`src/rtl/x87_pkg.sv`:
```
// Command encodings and widths shared by x87_decode, x87_issue_queue and x87_exec.
// Every block refers to commands by name so that all three stay in sync.
package x87_pkg;

  localparam int X87_CW = 5;
  localparam int X87_IW = 3;

  localparam logic [X87_CW-1:0] CMD_NOP       = 5'd0;
  localparam logic [X87_CW-1:0] CMD_FNSTSW_AX = 5'd1;
  localparam logic [X87_CW-1:0] CMD_FNINIT    = 5'd2;
  localparam logic [X87_CW-1:0] CMD_FNCLEX    = 5'd3;
  localparam logic [X87_CW-1:0] CMD_FLDCW     = 5'd4;
  localparam logic [X87_CW-1:0] CMD_FWAIT     = 5'd5;
  localparam logic [X87_CW-1:0] CMD_FLD       = 5'd6;
  localparam logic [X87_CW-1:0] CMD_FST       = 5'd7;
  localparam logic [X87_CW-1:0] CMD_FSTP      = 5'd8;
  localparam logic [X87_CW-1:0] CMD_FXCH      = 5'd9;
  localparam logic [X87_CW-1:0] CMD_FADD      = 5'd20;
  localparam logic [X87_CW-1:0] CMD_FMUL      = 5'd21;
  localparam logic [X87_CW-1:0] CMD_MISC      = 5'd31;

  typedef struct packed {
    logic [X87_CW-1:0] cmd;
    logic [X87_IW-1:0] idx;
  } x87_uop_t;

  function automatic logic is_fwait(input logic [X87_CW-1:0] cmd);
    return cmd == CMD_FWAIT;
  endfunction

endpackage

```
`src/rtl/x87_cmd_fifo.sv`:
```
// Generic synchronous FIFO with registered occupancy; no fall-through, the head
// is read straight from storage at the read pointer.
module x87_cmd_fifo #(
  parameter  int DEPTH = 4,
  parameter  int W     = 8,
  localparam int PW    = $clog2(DEPTH),
  localparam int CNTW  = $clog2(DEPTH + 1)
) (
  input  logic            clk,
  input  logic            rst,
  input  logic            clr,
  input  logic            push_i,
  input  logic            pop_i,
  input  logic [W-1:0]    wdata_i,
  output logic [W-1:0]    rdata_o,
  output logic [CNTW-1:0] count_o,
  output logic            full_o,
  output logic            empty_o
);

  logic [W-1:0]    mem_q [DEPTH];
  logic [PW-1:0]   wr_ptr_q, rd_ptr_q;
  logic [CNTW-1:0] count_q;
  logic            push_ok, pop_ok;

  assign full_o  = (count_q == CNTW'(DEPTH));
  assign empty_o = (count_q == '0);
  assign push_ok = push_i & ~full_o;
  assign pop_ok  = pop_i & ~empty_o;
  assign rdata_o = mem_q[rd_ptr_q];
  assign count_o = count_q;

  // Storage is cleared only by rst so the idle head reads as a NOP; clr just empties.
  always_ff @(posedge clk) begin
    if (rst) begin
      wr_ptr_q <= '0;
      rd_ptr_q <= '0;
      count_q  <= '0;
      for (int i = 0; i < DEPTH; i++) mem_q[i] <= '0;
    end else if (clr) begin
      wr_ptr_q <= '0;
      rd_ptr_q <= '0;
      count_q  <= '0;
    end else begin
      if (push_ok) begin
        mem_q[wr_ptr_q] <= wdata_i;
        wr_ptr_q        <= wr_ptr_q + PW'(1);
      end
      if (pop_ok) rd_ptr_q <= rd_ptr_q + PW'(1);
      case ({push_ok, pop_ok})
        2'b10:   count_q <= count_q + CNTW'(1);
        2'b01:   count_q <= count_q - CNTW'(1);
        default: count_q <= count_q;
      endcase
    end
  end

  a_count_range: assert property (@(posedge clk) disable iff (rst) count_q <= CNTW'(DEPTH));

endmodule

```
`src/rtl/x87_issue_queue.sv`:
```
// In-order issue queue between the x87 decoder and x87_exec. FWAIT is resolved
// here (retired once exec is idle) and never offered to exec.
module x87_issue_queue
  import x87_pkg::*;
#(
  parameter  int DEPTH = 4,
  parameter  int CW    = X87_CW,
  parameter  int IW    = X87_IW,
  localparam int CNTW  = $clog2(DEPTH + 1)
) (
  input  logic            clk,
  input  logic            rst,
  input  logic            flush,
  input  logic            in_valid,
  input  logic            dec_valid,
  input  logic [CW-1:0]   dec_cmd,
  input  logic [IW-1:0]   dec_idx,
  output logic            in_ready,
  output logic            ex_valid,
  output logic [CW-1:0]   ex_cmd,
  output logic [IW-1:0]   ex_idx,
  input  logic            ex_ready,
  input  logic            ex_idle,
  output logic            fwait_done,
  output logic            ud_pulse,
  output logic [CNTW-1:0] count
);

  logic [CW+IW-1:0] head;
  logic             full, empty;
  logic             head_fwait, fwait_retire, accept, push, pop;
  logic             fwait_done_q, fwait_done_d;
  logic             ud_pulse_q, ud_pulse_d;

  x87_cmd_fifo #(.DEPTH(DEPTH), .W(CW + IW)) u_fifo (
    .clk     (clk),
    .rst     (rst),
    .clr     (flush),
    .push_i  (push),
    .pop_i   (pop),
    .wdata_i ({dec_cmd, dec_idx}),
    .rdata_o (head),
    .count_o (count),
    .full_o  (full),
    .empty_o (empty)
  );

  assign {ex_cmd, ex_idx} = head;
  assign head_fwait   = ~empty & (ex_cmd == CW'(CMD_FWAIT));
  assign ex_valid     = ~empty & ~head_fwait;
  assign in_ready     = ~full;
  assign accept       = in_valid & in_ready;
  assign fwait_retire = head_fwait & ex_idle;

  // Flush suppresses every queue side effect of the cycle, including both pulses.
  assign push         = accept & dec_valid & ~flush;
  assign pop          = ((ex_valid & ex_ready) | fwait_retire) & ~flush;
  assign ud_pulse_d   = accept & ~dec_valid & ~flush;
  assign fwait_done_d = fwait_retire & ~flush;

  always_ff @(posedge clk) begin
    if (rst) begin
      fwait_done_q <= 1'b0;
      ud_pulse_q   <= 1'b0;
    end else begin
      fwait_done_q <= fwait_done_d;
      ud_pulse_q   <= ud_pulse_d;
    end
  end

  assign fwait_done = fwait_done_q;
  assign ud_pulse   = ud_pulse_q;

endmodule
```
`config.mk`:
```
export PLATFORM = sky130hd
export DESIGN_NAME = x87_issue_queue
export DESIGN_NICKNAME = d
export VERILOG_FILES = /design/src/rtl/x87_pkg.sv /design/src/rtl/x87_cmd_fifo.sv /design/src/rtl/x87_issue_queue.sv
export SDC_FILE = /design/constraint.sdc
export NUM_CORES = 1
export LEC_CHECK = 0
export CAP_MARGIN = 10
export CORE_MARGIN = 8
export CORE_UTILIZATION = 34
export CTS_CLUSTER_SIZE = 28
export DETAILED_ROUTE_END_ITERATION = 10
export PLACE_DENSITY = 0.65
export SYNTH_ARGS = -nofsm -noshare
export SYNTH_HDL_FRONTEND = slang
export SYNTH_HIERARCHICAL = 1
export SYNTH_SLANG_ARGS = --single-unit
```
`constraint.sdc`:
```
create_clock -name clk -period 5.7 [get_ports clk]
set_input_delay 0.855 -clock clk [delete_from_list [all_inputs] [get_ports clk]]
set_output_delay 0.855 -clock clk [all_outputs]
set_load 0.05 [all_outputs]
```
==> summary.txt <==
Area grow syn2layout: 23.2%
Core box area: 0.00578 sq mm
CTS tree: done
Mapped cell area: 0.00199 sq mm
FF-to-FF path depth: 12
Syn_nets: 162
Most used DFF post-synth: edfxtp_1
Vias: 1,200
Core Rows: 28
Largest family of logic cells by synthesized area: simple AND/OR/NAND/NOR gates
Cts hold-fix bufs: 0
WL final: 3.82 mm
Max Cap Viol: 0
YS warnings: 6
Worst skew pair latency: 0.29 ns
Yosys top cell by area: edfxtp_1
Initial antenna violation count: 0
Hold depth: 2
Setup TNS: 0 ns
Register share of total power: 59.4%
Register area share after synthesis: 59.2%
Ant diodes: 0
Number of synthesized flops with an enable pin: 32
Via density: 4.71
Synth top area share: 48.2%
Die Y: 92.6 um
Final Max Tran Viols: 0
Final ANT Viol Nets: 0
Layout Cells excl Fill: 255
Die width: 92.6 um
CP Capture Type: output pin
Clk sinks: 43
Root buffer cell: clkbuf_8
Fin. Hold Viols: 0
Initial Utilization: 34.5%
Cts repair resizes: 0
XOR/XNOR Fraction of Synth Area: 1.32%
Nets: 196
Crit-path max FO: 8
Relative slew slack: 59.5%
Post-synth ARST share: 0%
Critical path type: flop to output pin
Tmin final: 3.61 ns
Synth Area in Compound Gates: 3.01%
Clock power frac: 32.0%
Synth cell count leaders: edfxtp_1 (32), and2_1 (24), dfxtp_1 (11)
Final Instance Area: 0.00246 sq mm
DPL Wire Length: 2.67 mm
Post-CTS Setup Bufs: 0
Detailed Route Iter0 Violations: 29
Internal Pwr Total: 452 uW
Distinct cells, synth: 29
Post-route DRC violation count: 0
Most frequent cell after synthesis: edfxtp_1
CP Launch Type: flop
Yosys reg bits: 43
Clk buf depth: 2
Synth Area in Adders: 1.63%
Num ports: 30
Pre-antenna DRT Iters: 4
Final setup viols: 0
Fin crit share: 63.4%
Placed inst area: 0.00237 sq mm
P_sw: 133 uW
Number of global-route vias before repair: 1,323
Data required time of the worst path: 4.85 ns
Routability cong.: 0.739
Grt total ovfl: 0
Design Power: 585 uW
WP data arrival: 2.76 ns
Net Sw Frac: 22.8%
Share of cells above drive strength 1: 18.9%
Hold_ws: 0.499 ns
GRT Overall Usage: 9.82%
PwrDens: 238 mW/mm^2
Per-cell routed wire length: 15.0 um
Hold Crit Class: flop to flop
Port buffer count: 29
Pleak: 0.000841 uW
Synth top area cells: edfxtp_1 (48%), dfxtp_1 (11%), mux4_2 (9.0%), and2_1 (7.5%), and2_2 (3.0%)
Maximum vdd drop: 107 uV
Max Freq: 0.277 GHz
Avg Cell Area, Syn: 13.8 sq um
Status: completed
Clock transition at path regs: 0.08 ns
Simple-gate portion of the synthesized area: 23.3%
Total die area: 0.00857 sq mm
Worst-Margin Slew: 0.607 ns
Largest net degree at the start of global routing: 14
Mux cell area share after synthesis: 9.54%
Placed Cells incl. Taps: 247
Global-route wire length before repair: 6.47 mm
H-tree levels: 2
Unrepaired setup endpoints after global routing: false
Number of CTS-inserted buffers: 5
Synth Instances: 145
Logic pwr share: 8.7%
Clk_skew: 0.00703 ns
## power groups by stage
stage / registers (uW) / logic (uW) / clock network (uW)
3_5_place_dp: 355 / 51.4 / 0
6_report: 347 / 50.7 / 187
5_1_grt: 348 / 54.1 / 206
2_1_floorplan: 355 / 26.0 / 0
3_3_place_gp: 354 / 51.2 / 0
4_1_cts: 347 / 51.5 / 195
## critical path, stage by stage (launching register included)
cell and delay (ns):
dfxtp_1 0.67, mux4_2 0.58, nand4bb_1 0.26, nor2_2 0.18, nor2_1 0.06, clkdlybuf4s50_1 0.71
## cell usage in the layout, fill, tap and decap left out
master and instances:
buf_4 1, dfxtp_1 11, nand4bb_1 1, nand2_1 6, clkdlybuf4s50_1 29, and3_1 1, clkinv_2 1, nor3_1 2
and4b_1 1, nor4b_4 1, clkbuf_8 5, o21ai_0 4, and2_2 8, a21oi_1 5, clkinvlp_4 1, nor4_4 2
nor2_2 1, or2b_1 1, inv_1 7, mux2i_1 1, o31ai_1 2, and2_1 24, nor2_1 9, or2_2 4
mux4_2 8, nor3b_4 1, edfxtp_1 32, or3_1 4, ha_1 1, xor2_1 3, or3b_4 1, fa_1 1
clkbuf_1 1
## metrics by stage
| step | utilization [%] | setup slack (ns) |
|---|---|---|
| 3_3_place_gp | 41.0 | 2.33 |
| 3_5_place_dp | 41.0 | 2.26 |
| 5_1_grt | 42.5 | 1.91 |
| 4_1_cts | 42.5 | 2.00 |
| 6_report | 42.5 | 2.09 |
| 2_1_floorplan | - | 2.45 |
## worst paths after layout
| check | start | end | slack [ns] |
|---|---|---|---|
| max | flop | ex_valid | 2.09 |
| min | u_fifo/rd_ptr_q[1] | flop | 0.50 |
| max reg2reg | flop | u_fifo/count_o[2] | 2.28 |
| min reg2reg | u_fifo/rd_ptr_q[1] | flop | 0.50 |
## cell type report
class	count	area, sq um
Tap cell	75	93.8
Clock buffer	6	72.6
Timing Repair Buffer	30	298
Clock inverter	2	12.5
Sequential cell	43	1180
Fill cell	547	3320
Multi-Input combinational cell	92	773
Inverter	7	26.3
## registers in the layout, summed over array words and instances, names as in the netlist, named ones only
signal           count
u_fifo/mem_q        32
fwait_done           1
ud_pulse             1
u_fifo/count_o       3
u_fifo/rd_ptr_q      2
u_fifo/wr_ptr_q      2
## logic make-up after synthesis
logic type,count (synthesis)
muxes,9
DFF,43
adders and majority gates,2
and+or+nand+nor,67
AOI/OAI and AO/OA,11
buffers and inverters,10
xor gates and xnor gates,3
## routing by layer
| metal | up-vias | routed length [um] | global-route usage (%) |
|---|---|---|---|
| li1 | 586 | - | - |
| met3 | 6 | 157 | 2.83 |
| met1 | 584 | 1650 | 11.0 |
| met5 | - | 0 | 0 |
| met4 | 0 | 87 | 5.37 |
| met2 | 24 | 1920 | 16.6 |
(Power assumes the default switching activity.)
